### src/rtl/fifo_read_prefetch_ctrl.sv
// Read-side controller for the async FIFO core: credit-based rinc, prefetch buffer with
// valid/ready output, streaming and fixed-length burst modes, saturating starved-cycle counter.
module fifo_read_prefetch_ctrl #(
    parameter int DSIZE  = 8,
    parameter int PDEPTH = 2,
    parameter int CNTW   = 8
) (
    input  logic                    rclk,
    input  logic                    rrst,
    input  logic                    rempty,
    input  logic [DSIZE-1:0]        rdata,
    output logic                    rinc,
    input  logic                    mode,
    input  logic [CNTW-1:0]         burst_len,
    input  logic                    burst_start,
    output logic                    burst_busy,
    output logic                    burst_done,
    output logic [DSIZE-1:0]        dout,
    output logic                    dout_valid,
    input  logic                    dout_ready,
    output logic [$clog2(PDEPTH):0] pf_count,
    output logic [CNTW-1:0]         stall_cnt,
    output logic [1:0]              fsm_state
);

    // Output handshake: a word moves to the consumer on every rclk edge where
    // dout_valid && dout_ready; dout is held while dout_valid && !dout_ready.

    localparam int AW = $clog2(PDEPTH);
    localparam int PW = AW + 1;
    localparam logic [PW:0] DEPTH_V = (PW + 1)'(PDEPTH);

    localparam logic [1:0] ST_IDLE  = 2'd0;
    localparam logic [1:0] ST_RUN   = 2'd1;
    localparam logic [1:0] ST_DRAIN = 2'd2;

    logic [1:0]       state;
    logic             active_mode;
    logic             inflight;
    logic [CNTW-1:0]  remaining;
    logic [DSIZE-1:0] buf_mem [PDEPTH];
    logic [AW-1:0]    head;
    logic [AW-1:0]    tail;

    logic             enable;
    logic             credit;
    logic             push;
    logic             pop;
    logic             drained;
    logic             stall_en;
    logic [PW:0]      occupancy;

    // Words already buffered plus the one still coming back from the core
    // must fit, so a read is only issued against free space.
    always_comb begin
        enable = 1'b0;
        case (state)
            ST_IDLE: enable = !active_mode;
            ST_RUN:  enable = (remaining != '0);
            default: enable = 1'b0;
        endcase
    end

    assign occupancy  = {1'b0, pf_count} + {{PW{1'b0}}, inflight};
    assign credit     = (occupancy < DEPTH_V);
    assign rinc       = !rrst && !rempty && credit && enable;

    assign push       = inflight;
    assign dout_valid = (pf_count != '0);
    assign pop        = dout_valid && dout_ready;
    assign dout       = buf_mem[head];

    assign burst_busy = (state == ST_RUN) || (state == ST_DRAIN);
    assign drained    = (pf_count == '0) && !inflight;
    assign stall_en   = !active_mode || burst_busy;
    assign fsm_state  = state;

    always_ff @(posedge rclk or posedge rrst) begin
        if (rrst) begin
            inflight <= 1'b0;
            head     <= '0;
            tail     <= '0;
            pf_count <= '0;
            for (int i = 0; i < PDEPTH; i++) begin
                buf_mem[i] <= '0;
            end
        end else begin
            inflight <= rinc;
            if (push) begin
                buf_mem[tail] <= rdata;
                tail          <= tail + AW'(1);
            end
            if (pop) begin
                head <= head + AW'(1);
            end
            case ({push, pop})
                2'b10:   pf_count <= pf_count + 1'b1;
                2'b01:   pf_count <= pf_count - 1'b1;
                default: pf_count <= pf_count;
            endcase
        end
    end

    // Mode is sampled only in IDLE so a running burst cannot be redirected.
    always_ff @(posedge rclk or posedge rrst) begin
        if (rrst) begin
            state       <= ST_IDLE;
            active_mode <= 1'b0;
            remaining   <= '0;
            burst_done  <= 1'b0;
        end else begin
            burst_done <= 1'b0;
            case (state)
                ST_IDLE: begin
                    active_mode <= mode;
                    if (burst_start && active_mode && (burst_len != '0)) begin
                        remaining <= burst_len;
                        state     <= ST_RUN;
                    end
                end
                ST_RUN: begin
                    if (rinc) begin
                        remaining <= remaining - 1'b1;
                        if (remaining == CNTW'(1)) begin
                            state <= ST_DRAIN;
                        end
                    end
                end
                ST_DRAIN: begin
                    if (drained) begin
                        burst_done <= 1'b1;
                        state      <= ST_IDLE;
                    end
                end
                default: state <= ST_IDLE;
            endcase
        end
    end

    always_ff @(posedge rclk or posedge rrst) begin
        if (rrst) begin
            stall_cnt <= '0;
        end else if (stall_en && dout_ready && !dout_valid && (stall_cnt != '1)) begin
            stall_cnt <= stall_cnt + 1'b1;
        end
    end

endmodule

### config.mk
export PLATFORM = sky130hd
export DESIGN_NAME = fifo_read_prefetch_ctrl
export DESIGN_NICKNAME = d
export VERILOG_FILES = /design/src/rtl/fifo_read_prefetch_ctrl.sv
export SDC_FILE = /design/constraint.sdc
export NUM_CORES = 1
export LEC_CHECK = 0
export ABC_AREA = 1
export CAP_MARGIN = 40
export CELL_PAD_IN_SITES_DETAIL_PLACEMENT = 0
export CELL_PAD_IN_SITES_GLOBAL_PLACEMENT = 1
export CORE_MARGIN = 2
export CORE_UTILIZATION = 39
export CTS_BUF_LIST = sky130_fd_sc_hd__clkbuf_8
export CTS_CLUSTER_DIAMETER = 30
export DETAILED_ROUTE_END_ITERATION = 10
export GPL_TIMING_DRIVEN = 1
export MAX_ROUTING_LAYER = met4
export PLACE_DENSITY = 0.92
export SYNTH_ARGS = -nofsm -noshare
export SYNTH_HDL_FRONTEND = slang
export SYNTH_SLANG_ARGS = --single-unit
export TNS_END_PERCENT = 100
### constraint.sdc
create_clock -name rclk -period 3 [get_ports rclk]
set_input_delay 0.6 -clock rclk [delete_from_list [all_inputs] [get_ports rclk]]
set_output_delay 0.6 -clock rclk [all_outputs]
set_load 0.01 [all_outputs]
### After elaboration in Yosys (flattened, before gate mapping)

Index checks and enable logic that the tools add are counted.

| word-level totals | value |
|---|---|
| input port bits | 22 |
| register bits after elaboration | 41 |
| word-level logic and storage cells | 79 |
| output and inout port bits | 24 |

| operators by class | value |
|---|---|
| multiplexer cells | 18 |
| bitwise logic cells | 2 |
| reduce and logical (&&, ||, !) cells | 27 |
| equal/unequal tests | 10 |
| order comparisons | 4 |
| add/subtract/negate cells | 7 |

Operator list:

| operator | count |
|---|---|
| 2-to-1 mux 8 bit | 6 |
| bitwise mux 16 bit | 1 |
| one-hot mux 8 bit (2 select lines) | 1 |
| nonzero test 8 bit | 2 |
| logical AND 1 bit | 11 |
| adder 8 x 1 -> 8 bit (second input constant) | 1 |
| demux 8 bit (select 1 bit) | 1 |
| equality test 8 x 1 -> 1 bit (second input constant) | 1 |
| 2-to-1 mux 2 bit | 4 |
| inequality test 8 bit (second input constant) | 1 |
| subtractor 8 x 1 -> 8 bit (second input constant) | 1 |
| inequality test 2 bit (second input constant) | 3 |
| one-hot mux 2 bit (3 select lines) | 1 |
| nonzero test 2 bit | 3 |
| logical NOT 1 bit | 5 |
| equality test 2 x 1 -> 1 bit (second input constant) | 2 |
| equality test 2 bit (second input constant) | 2 |
| greater-or-equal comparator 2 bit (second input constant) | 2 |
| logical NOT 2 bit | 2 |
| inverter 1 -> 2 bit | 2 |
| one-hot mux 2 bit (2 select lines) | 1 |
| AND reduction 4 bit | 1 |
| adder 2 x 1 -> 3 bit | 1 |
| < comparator 3 x 2 -> 1 bit (second input constant) | 1 |
| 9 further kinds | 12 |

### Longest topological paths before layout

Gate-level depths: netlist (run 1).

| logic depth | value |
|---|---|
| word-level depth | 6 |
| depth in mapped cells | 10 |
| mapped depth without buffers | 10 |

### Worst setup path before layout (run 1)

OpenSTA, ideal clock, no wires.

| timing path | value |
|---|---|
| kind | input port to output port |
| start point | input rrst |
| end point | output rinc |
| setup slack | 0.427 ns |
| required time | 2.400 ns |
| stages on the path | 5 |
| data arrival time | 1.973 ns |
| path buffers | 0 |
| path through | inv_1 > nand2_1 > a211oi_1 > nand2_1 > inv_1 |

| on the way | value |
|---|---|
| word-level cells in the longest chain between the ends | 4 |

RTL lines:

| element | RTL line | RTL |
|---|---|---|
| start, declared | 9 | `input logic rrst,` |
| logical NOT 1 bit (no line) | - |  |
| logical AND 1 bit (3 in a row) | 66 | `assign rinc = !rrst && !rempty && credit && enable;` |
| end, declared | 12 | `output logic rinc,` |

Every way passes these cells.

### Final worst setup path (run 1)

Ends and elaborated chain as after synthesis.

==> summary.txt, run 1 <==
Synth
  – Synth cell types: 30
  – Post-synth EDFFs: 0
  – Register bit count reported by yosys: 41
  – Syn Std Cell Area: 2298 µm²
  – Yosys warns: 0
  – Post-Synthesis Cells: 279
  – Post-synthesis area per instance: 8.238 µm²
  – Synth Net Count: 311
  – Async S/R FF share, synth: 1.000
  – Sequential area share after synthesis: 0.4464
  – Main synth FF type: dfrtp_1

Job
  – Max-cap violation count: 0

Layout
  – P&R area growth vs syn: 24.88%
  – Non-Filler Cell Area, Final: 2870 µm²
  – Nets: 358
  – Share of cells above drive strength 1: 0.09538
  – Final Instance Count excl. Fillers: 397
  – Ant diodes: 0
  – Fill cell total of the finished layout: 550
  – Multi-input gate area: 1099 µm²
  – Reg area: 1026 µm²

STA
  – Layout Skew: 0.003930 ns
  – Post-layout min period: 2.795 ns
  – Peak Freq: 357.7 MHz
  – Fin Setup TNS: 0 ns
  – Worst Hold Slack: 0.4710 ns
  – Final slew viol count: 0
  – Final hold violations: 0
  – Relative slew slack: 0.6312
  – Final period util: 0.9318
  – Unrepaired setup endpoints after global routing: false
  – # setup viols final: 0
  – Worst-margin pin slew: 0.5533 ns

Power
  – VDD IR max: 395.5 µV
  – Power Dens Cells: 989.9 nW/µm²
  – Static leakage: 1.394 nW
  – Final Power: 2.841 mW

Clock network
  – Worst-path clk slew: 0.07 ns
  – Post-CTS setup buffer count: 0
  – TritonCTS clock tree: yes
  – Max H-tree Level: 2
  – Clock Latency Late Sink: 0.29 ns
  – Number of CTS-inserted buffers: 5
  – Longest Clk Path Bufs: 2
  – CTS resizes: 0
  – Clk sinks: 41
  – Clock root cell: clkbuf_8
  – Cts hold-fix bufs: 0

Route
  – Drc violations: 0
  – Vias: 1915
  – Drt total wl: 4736 µm
  – Post-route ant nets: 0
  – DRT Pass-1 Iters: 4
  – WL/cell: 11.93 µm
  – Via-to-Cell Ratio: 4.824
  – Initial detailed-routing violation count: 122

Critical path
  – Reg2reg start: fsm_state[1]
  – Critical Path RT: 2.40 ns
  – CP startpoint kind: input port
  – Worst Path Arrival: 2.20 ns
  – R2R Setup Slk: 1.18 ns
  – Critical path's slowest cell: clkdlybuf4s50_1
  – Crit path cell chain: clkdlybuf4s50_1 > inv_1 > nand2_1 > a211oi_1 > nand2_1 > inv_1 > clkdlybuf4s50_1
  – R2R depth: 8
  – CP max FO: 2
  – Reg2Reg Capture Point: remaining[2]
  – Critical path class: input port to output port
  – CP Capture Type: output port
  – Slowest cell delay on critical path: 0.55 ns

Global route
  – Antenna violations before repair: 0
  – Largest net degree at the start of global routing: 42
  – First-pass GRT wire length: 8135 µm
  – Vias in the first global route: 1795
  – GRT Residual Overflow: 0
  – GRT Util Overall: 0.1654

Place
  – Area after DPL: 2796 µm²
  – Port buffer count: 45
  – Routability Congestion: 0.7715
  – DP Cell Count: 391
  – Post-DP HPWL: 3519 µm

Floorplanning
  – Overall die width: 80.77 µm
  – Rows: 27
  – Core Area: 5608 µm²
  – Initial cell density of the core: 0.4099
  – Die Ht: 80.77 µm
  – DIE AREA: 6524 µm²
  – Top-Level Pins: 46

Hold path
  – Hold Startpoint: remaining[1]
  – Hold path cells: 2
  – Hold Path Class: flop to flop
  – Min-Delay Endpoint: remaining[1]

Status
  – Outcome: complete, no violations
[layout make-up]
cell class,count,area share
timing repair buffer,47,0.1622
tap,72,0.03139
sequential,41,0.3575
inverter,31,0.04054
clock buffer,5,0.02398
multi-input combinational,200,0.3827
clock inverter,1,0.001744
[kinds of logic (layout without fill, tap and decap cells)]
kind of cell               after synthesis  in the layout  synth area share
adders and majority gates               10             10           0.05444
DFF                                     41             41            0.4464
muxes                                    8              8           0.03920
xor gates and xnor gates                10             10           0.04137
buffers and inverters                   38             84           0.07566
and+or+nand+nor                        140            140            0.2705
AOI/OAI and AO/OA                       32             32           0.07240
[per-stage QoR]
stage | setup WS (ns) | utilization
after floorplan | 0.4272 | -
after global placement | 0.1998 | 0.4987
after detailed placement | 0.2002 | 0.4987
after CTS | 0.1852 | 0.5118
after global routing | 0.1120 | 0.5118
final | 0.2045 | 0.5118
[power breakdown]
| part | switching, mW | internal [mW] |
|---|---|---|
| clock network | 0.179 | 0.153 |
| logic | 0.779 | 0.710 |
| registers | 0.220 | 0.801 |
[how the worst max path moves through the flow]
stage | startpoint | endpoint | slack [ns] | cells past startpoint
floorplan | rrst | rinc | 0.43 | 5
global placement | rrst | rinc | 0.20 | 7
detailed placement | rrst | rinc | 0.20 | 7
CTS | rrst | rinc | 0.19 | 7
global route | rrst | rinc | 0.11 | 7
finish | rrst | rinc | 0.20 | 7
[sequential cells by signal, indices dropped and copies added, names as in the netlist]
name and cells:
active_mode 1, buf_mem 16, burst_done 1, fsm_state 2, head 1, inflight 1, pf_count 2, remaining 8
stall_cnt 8, tail 1
[routing by layer]
metal  up-vias  GRT usage  wire length (µm)
met5         -          -                 0
met4         0    0.05932                70
met3         8    0.03556               198
met2        46     0.2550              2298
met1       889     0.2163              2168
li1        972          -                 -
[Yosys cell counts, types with 4 or more instances]
cell     instances  area share
nand2_1         87        0.14
dfrtp_1         41        0.45
inv_1           29       0.047
nand3_1         21       0.046
o21ai_0         21       0.046
nor2_1          15       0.024
ha_1            10       0.054
mux2_2           8       0.039
o21ai_1          6       0.013
xnor2_1          5       0.019
buf_6            4       0.020
nor2_2           4       0.011
xor2_1           4       0.015
[worst max-delay path: cells and delay by family]
family,cells,cell delay [ns]
compound gates,1,0.26
simple gates,2,0.18
buf+inv,4,1.14
[cell usage in the layout (no fill, tap or decap)]
cell,instances
o21ai_1,6
nand2_4,1
clkdlybuf4s50_1,45
nand3_2,1
mux2_2,8
nand2_1,87
nand2_2,2
inv_1,29
nand4_1,1
o21ai_2,1
or2_1,2
nor3_2,1
nor2_2,4
buf_4,2
clkbuf_8,5
xor2_2,1
a21oi_1,3
a211oi_1,1
inv_2,1
dfrtp_1,41
nand3_1,21
nor2_4,3
nor3b_1,1
ha_1,10
nor3_1,1
clkinv_2,1
nor2_1,15
xnor2_1,5
xor2_1,4
o21ai_0,21
clkinv_1,1
No activity file was read; power rests on OpenSTA's default activity.
==> inputs of run 2 (changes only) <==
--- a/config.mk
+++ b/config.mk
@@ -9,6 +9,7 @@
 export CAP_MARGIN = 40
 export CELL_PAD_IN_SITES_DETAIL_PLACEMENT = 0
 export CELL_PAD_IN_SITES_GLOBAL_PLACEMENT = 1
+export CORE_ASPECT_RATIO = 0.7
 export CORE_MARGIN = 2
 export CORE_UTILIZATION = 39
 export CTS_BUF_LIST = sky130_fd_sc_hd__clkbuf_8
==> run 2 against run 1 <==
- sequential power about the same
- die area increased by 0.15%
- setup slack improved by 0.12 ns
- combinational power about the same
- routed wire length increased by 4.6%
- critical path type unchanged
- utilization about the same
- critical endpoint unchanged
- first-iteration DRC count decreased by 3.3%
- final cell count increased by 1.3%
- highest routed layer unchanged
- hold slack improved by 0.0079 ns
==> summary.txt, run 2 (synthesis results as in run 1) <==
Global route
  – Antenna violations before repair: 0 (unchanged)
  – Largest net degree at the start of global routing: 42 (unchanged)
  – GRT Residual Overflow: 0 (unchanged)
  – First-pass GRT wire length: 8355 µm (+2.7%)
  – Vias in the first global route: 1777 (-1.0%)
  – GRT Util Overall: 0.1719 (+0.006521)

Layout
  – Fill cell total of the finished layout: 558 (+1.5%)
  – Largest regs: buf_mem (16), remaining (8), stall_cnt (8)
  – Share of cells above drive strength 1: 0.1009 (+0.005533)
  – Reg area: 1026 µm² (unchanged)
  – Register bank with the most flops: buf_mem
  – Max FFs per register: 16 (unchanged)
  – Ant diodes: 0 (unchanged)
  – Multi-input gate area: 1099 µm² (unchanged)
  – P&R area growth vs syn: 26.84%
  – Most frequent cells in the layout: nand2_1 (87), clkdlybuf4s50_1 (45), dfrtp_1 (41)
  – Nets: 358 (unchanged)
  – Most common cell after layout, fill and taps aside: nand2_1

Clock network
  – Post-CTS setup buffer count: 0 (unchanged)
  – Max H-tree Level: 2 (unchanged)
  – Clock root cell: clkbuf_8
  – Clk sinks: 41 (unchanged)
  – CTS resizes: 0 (unchanged)
  – Number of CTS-inserted buffers: 5 (unchanged)
  – Worst-path clk slew: 0.09 ns (+0.02 ns)
  – Cts hold-fix bufs: 0 (unchanged)
  – Longest Clk Path Bufs: 2 (unchanged)
  – Clock Latency Late Sink: 0.30 ns (about the same)
  – TritonCTS clock tree: yes

Critical path
  – Critical Path RT: 2.40 ns (about the same)
  – Slowest cell delay on critical path: 0.53 ns (-0.02 ns)
  – Critical path class: input port to output port
  – CP startpoint kind: input port
  – Crit path cell chain: clkdlybuf4s50_1 > inv_1 > nand2_1 > a211oi_1 > nand2_1 > inv_1 > clkdlybuf4s50_1
  – WP buf/inv: 4 (unchanged)
  – Critical path's slowest cell: clkdlybuf4s50_1
  – CP max FO: 2 (unchanged)
  – Worst Path Arrival: 2.08 ns (-0.12 ns)
  – CP top delay family: buffers and inverters
  – CP Capture Type: output port

Floorplanning
  – Overall die width: 95.76 µm (+19%)
  – Die Ht: 68.23 µm (-16%)
  – Rows: 23 (-15%)
  – Top-Level Pins: 46 (unchanged)
  – Initial cell density of the core: 0.4034 (-0.006480)
  – DIE AREA: 6533 µm² (+0.15%)
  – Core Area: 5698 µm² (+1.6%)

Place
  – Routability Congestion: 0.8372 (+8.5%)
  – Post-DP HPWL: 3644 µm (+3.5%)
  – Port buffer count: 45 (unchanged)

Route
  – Post-route ant nets: 0 (unchanged)
  – Initial detailed-routing violation count: 118 (-3.3%)
  – Via-to-Cell Ratio: 4.632 (-4.0%)
  – WL/cell: 12.33 µm (+3.3%)
  – Drt total wl: 4955 µm (+4.6%)
  – Vias: 1862 (-2.8%)
  – DRT Pass-1 Iters: 4 (unchanged)
  – Drc violations: 0 (unchanged)

Power
  – Power Dens Cells: 1029 nW/µm² (+3.9%)
  – VDD IR max: 500.5 µV (+27%)
  – Static leakage: 1.408 nW (+1.0%)

STA
  – Peak Freq: 373.6 MHz (+4.4%)
  – Layout Skew: 0.007072 ns (+0.003142 ns)
  – # setup viols final: 0 (unchanged)
  – Final period util: 0.8922 (-0.03965)
  – Unrepaired setup endpoints after global routing: false
  – Worst-margin pin slew: 0.5361 ns (-0.01716 ns)
  – Relative slew slack: 0.6426 (+0.01144)
  – Fin Setup TNS: 0 ns (unchanged)
  – Final slew viol count: 0 (unchanged)
  – Worst Hold Slack: 0.4789 ns (+0.007926 ns)
  – Post-layout min period: 2.677 ns (-0.1189 ns)
  – Final hold violations: 0 (unchanged)

Job
  – Max-cap violation count: 0 (unchanged)

Hold path
  – Hold Path Class: flop to flop

Status
  – Outcome: complete, no violations
run 2: final cells by class:
cell class              instances  share of cell area
multi-input cells             200              0.3768
flip-flops and latches         41              0.3519
repair buffers                 47              0.1597
inverters                      31             0.03991
well taps                      75             0.03219
clock buffers                   5             0.02361
clock inverters                 3             0.01588
run 2: worst paths after layout:
check / startpoint / to / slack, ns / depth (start not counted)
worst min register to register: remaining[1] / remaining[1] / 0.48 / 2
min in group asynchronous: rrst / head / 0.82 / 3
max in group asynchronous: rrst / stall_cnt[3] / 1.82 / 3
worst max register to register: fsm_state[1] / remaining[3] / 1.12 / 8
worst min-delay path: remaining[1] / remaining[1] / 0.48 / 2
worst max-delay path: rrst / rinc / 0.32 / 7
run 2: report_power, final:
group          total, mW  internal [mW]  switching [mW]  leakage (nW)
registers           1.03          0.800           0.226         0.506
clock network      0.463          0.249           0.214        0.0543
logic               1.51          0.711           0.800         0.848
run 2: tightest hold or removal path, delay by kind of cell, from the launching register on:
family | cells | cell delay, ns
DFF | 1 | 0.35
and+or+nand+nor | 2 | 0.10
run 2: routing by layer:
metal / up-vias / wire (µm) / GRT usage
met5: - / 0 / -
met4: 0 / 59 / 0.06250
met3: 7 / 160 / 0.03414
met2: 34 / 2061 / 0.2395
met1: 843 / 2675 / 0.2474
li1: 978 / - / -
run 2: per-stage QoR:
| stage | setup WS [ns] | util | cells | power (mW) | instance area [µm²] |
|---|---|---|---|---|---|
| after detailed placement | 0.3027 | 0.4914 | 394 | 2.549 | 2800 |
| after CTS | 0.2953 | 0.5116 | 402 | 3.023 | 2915 |
| final | 0.3235 | 0.5116 | 402 | 2.999 | 2915 |
| after floorplan | 0.4272 | - | 279 | 1.993 | 2298 |
| after global placement | 0.3332 | 0.4914 | 394 | 2.516 | 2800 |
| after global routing | 0.2432 | 0.5116 | 402 | 3.271 | 2915 |
==> inputs of run 3 (changes only) <==
--- a/config.mk
+++ b/config.mk
@@ -5,19 +5,18 @@
 export SDC_FILE = /design/constraint.sdc
 export NUM_CORES = 1
 export LEC_CHECK = 0
-export ABC_AREA = 1
 export CAP_MARGIN = 40
 export CELL_PAD_IN_SITES_DETAIL_PLACEMENT = 0
 export CELL_PAD_IN_SITES_GLOBAL_PLACEMENT = 1
 export CORE_ASPECT_RATIO = 0.7
 export CORE_MARGIN = 2
-export CORE_UTILIZATION = 39
+export CORE_UTILIZATION = 42
 export CTS_BUF_LIST = sky130_fd_sc_hd__clkbuf_8
 export CTS_CLUSTER_DIAMETER = 30
 export DETAILED_ROUTE_END_ITERATION = 10
 export GPL_TIMING_DRIVEN = 1
 export MAX_ROUTING_LAYER = met4
-export PLACE_DENSITY = 0.92
+export PLACE_DENSITY = 0.93
 export SYNTH_ARGS = -nofsm -noshare
 export SYNTH_HDL_FRONTEND = slang
 export SYNTH_SLANG_ARGS = --single-unit
==> run 3 against run 2 <==
- die area shrank 8.9%
- fmax grew 5.0%
- count of clock-buffer cells in the layout grew 2
- sequential share of layout area shrank 0.060 points
- setup slack gained 0.13 ns
- sequential power is essentially flat
- first-iteration DRC count grew 4.2%
- highest routed layer unchanged
==> summary.txt, run 3 <==
Synth
  – Main synth FF type: dfrtp_1
  – Synth Net Count: 227 (-27%)
  – Synth cell types: 48 (+60%)
  – Most instantiated library cell after synthesis: dfrtp_1
  – Post-synth EDFFs: 0 (unchanged)
  – Yosys warns: 0 (unchanged)
  – Synth top cells by count: dfrtp_1 (41), mux2_2 (26), inv_1 (11), nand2_1 (11), ha_1 (10)
  – Post-synthesis area per instance: 11.51 µm² (+40%)
  – Register bit count reported by yosys: 41 (unchanged)
  – Sequential area share after synthesis: 0.4571 (+0.01070)
  – Post-Synthesis Cells: 195 (-30%)
  – Post-synth top area share: 0.4571 (+0.01070)
  – Post-synth top area cell: dfrtp_1
  – Async S/R FF share, synth: 1.000 (unchanged)
  – Syn Std Cell Area: 2245 µm² (-2.3%)
  – Area contributors post-synth: dfrtp_1 (46%), mux2_2 (13%), ha_1 (5.6%), xnor2_1 (2.7%), nand3_1 (2.0%)

Hold path
  – Hold Path Class: flop to flop

STA
  – Worst-margin pin slew: 0.6952 ns (+0.1591 ns)
  – Relative slew slack: 0.5348 (-0.1078)
  – Final slew viol count: 0 (unchanged)
  – # setup viols final: 0 (unchanged)
  – Unrepaired setup endpoints after global routing: false
  – Final hold violations: 0 (unchanged)
  – Layout Skew: 0.01169 ns (+0.004619 ns)
  – Fin Setup TNS: 0 ns (unchanged)
  – Final period util: 0.8496 (-0.04260)
  – Post-layout min period: 2.549 ns (-0.1278 ns)
  – Peak Freq: 392.4 MHz (+5.0%)

Global route
  – Antenna violations before repair: 0 (unchanged)
  – GRT Residual Overflow: 0 (unchanged)
  – Vias in the first global route: 1651 (-7.1%)
  – Largest net degree at the start of global routing: 42 (unchanged)
  – First-pass GRT wire length: 7990 µm (-4.4%)
  – GRT Util Overall: 0.1763 (+0.004369)

Critical path
  – Critical Path RT: 2.40 ns (about the same)
  – Crit path cell chain: clkdlybuf4s50_1 > a2111oi_4 > nand2_1 > nor2_1 > dlymetal6s2s_1
  – CP startpoint kind: input port
  – CP top delay family: buffers and inverters
  – Slowest cell delay on critical path: 0.47 ns (-0.06 ns)
  – Worst Path Arrival: 1.95 ns (-0.13 ns)
  – Critical path's slowest cell: clkdlybuf4s50_1
  – CP max FO: 3 (+1)
  – CP Capture Type: output port
  – WP buf/inv: 2 (-2)
  – Critical path class: input port to output port

Power
  – Static leakage: 1.217 nW (-14%)
  – Power Dens Cells: 992.8 nW/µm² (-3.5%)
  – VDD IR max: 514.2 µV (+2.7%)

Clock network
  – Cts hold-fix bufs: 0 (unchanged)
  – Post-CTS setup buffer count: 0 (unchanged)
  – Longest Clk Path Bufs: 2 (unchanged)
  – Max H-tree Level: 2 (unchanged)
  – Clock root cell: clkbuf_8
  – Worst-path clk slew: 0.08 ns (about the same)
  – Clk sinks: 41 (unchanged)
  – Number of CTS-inserted buffers: 5 (unchanged)
  – Clock Latency Late Sink: 0.30 ns (about the same)
  – TritonCTS clock tree: yes

Status
  – Outcome: complete, no violations

Layout
  – Most common cell after layout, fill and taps aside: clkdlybuf4s50_1
  – Share of cells above drive strength 1: 0.2088 (+0.1079)
  – Largest regs: buf_mem (16), remaining (8), stall_cnt (8)
  – P&R area growth vs syn: 30.10%
  – Register bank with the most flops: buf_mem
  – Nets: 280 (-22%)
  – Max FFs per register: 16 (unchanged)
  – Ant diodes: 0 (unchanged)
  – Reg area: 1026 µm² (unchanged)
  – Fill cell total of the finished layout: 432 (-23%)
  – Most frequent cells in the layout: clkdlybuf4s50_1 (44), dfrtp_1 (41), mux2_2 (26)
  – Multi-input gate area: 1171 µm² (+6.6%)
  – Final Util: 0.5613 (+0.04969)

Job
  – Max-cap violation count: 0 (unchanged)

Floorplanning
  – Initial cell density of the core: 0.4315 (+0.02808)
  – DIE AREA: 5954 µm² (-8.9%)
  – Core Area: 5202 µm² (-8.7%)
  – Top-Level Pins: 46 (unchanged)
  – Overall die width: 91.38 µm (-4.6%)
  – Rows: 22 (-4.3%)
  – Die Ht: 65.17 µm (-4.5%)

Route
  – WL/cell: 14.95 µm (+21%)
  – Vias: 1702 (-8.6%)
  – DRT Pass-1 Iters: 4 (unchanged)
  – Initial detailed-routing violation count: 123 (+4.2%)
  – Drt total wl: 4799 µm (-3.1%)
  – Via-to-Cell Ratio: 5.302 (+14%)
  – Drc violations: 0 (unchanged)
  – Post-route ant nets: 0 (unchanged)

Place
  – Port buffer count: 45 (unchanged)
  – Routability Congestion: 0.8535 (+1.9%)
  – Post-DP HPWL: 3570 µm (-2.0%)
==> run 3: cell types whose count changed in the layout (fill, tap and decap cells not counted), moves of 3 or more <==
cell	delta
a21oi_1	+4
and3_1	+3
buf_4	+3
inv_1	-18
mux2_2	+18
nand2_1	-76
nand3_1	-12
nor2_1	-6
nor2_2	-4
nor2_4	-3
nor3_1	+3
o21ai_0	-18
o21ai_1	-3
o22ai_1	+3
==> run 3: cell families after synthesis <==
family	Yosys count	synth area share
multiplexers	28	0.1438
AO/OA/AOI/OAI	36	0.1332
flip-flops	41	0.4571
adder cells (fa/ha/maj)	10	0.05574
AND/OR/NAND/NOR	53	0.1366
XOR/XNOR	12	0.04682
buffers and inverters	15	0.02676
==> run 3: worst paths after layout <==
kind	slack, ns	from	endpoint	depth (start not counted)
max in group asynchronous	1.79	rrst	buf_mem[3]	3
setup reg to reg	0.95	fsm_state[1]	fsm_state[0]	7
hold / removal	0.50	stall_cnt[5]	stall_cnt[5]	1
setup / recovery	0.45	rrst	rinc	5
min in group asynchronous	0.84	rrst	pf_count[1]	3
hold reg to reg	0.50	stall_cnt[5]	stall_cnt[5]	1
==> run 3: worst register-to-register path, cell delays in order, from the launching register on <==
cell     delay [ns]
dfrtp_1        0.43
inv_1          0.14
ha_1           0.19
and2b_1        0.19
and4b_1        0.28
o21ai_4        0.27
nand4_4        0.15
mux2_4         0.31
==> run 3: through the flow <==
stage / worst slack, ns / std cells / power (mW) / hold WS, ns / cell area (µm²)
finish: 0.4513 / 321 / 2.899 / 0.4966 / 2920
global route: 0.3543 / 321 / 3.112 / 0.5249 / 2920
CTS: 0.05403 / 321 / 2.925 / 0.5047 / 2918
detailed placement: 0.01229 / 313 / 2.501 / 0.4918 / 2804
global placement: 0.06232 / 313 / 2.473 / 0.4785 / 2804
floorplan: 0.7317 / 195 / 1.938 / 0.4634 / 2245
==> run 3: routing by layer <==
layer	GRT usage	share of wire	routed length, µm
met2	0.2435	0.42	2035
met1	0.2567	0.51	2468
met3	0.04587	0.051	245
met5	-	0	0
met4	0.04924	0.010	48
==> run 3: repair_timing <==
item	CTS	global route
resized for setup	1	1
endpoints found under the setup margin	1	1
pin swaps	0	0
endpoints found under the hold margin	0	0
==> run 3: power by group <==
part           switching, mW  leakage (nW)  internal (mW)
Clock                  0.189        0.0542          0.208
Combinational          0.647         0.663          0.808
Sequential             0.250         0.499          0.798
Total                   1.09          1.22           1.81
==> run 3: final cells by class <==
| type | count | area share |
|---|---|---|
| clock buffer | 7 | 0.03299 |
| clock inverter | 1 | 0.001714 |
| inverter | 11 | 0.01414 |
| multi-input combinational | 139 | 0.4010 |
| sequential | 41 | 0.3513 |
| tap | 72 | 0.03085 |
| timing repair buffer | 50 | 0.1680 |
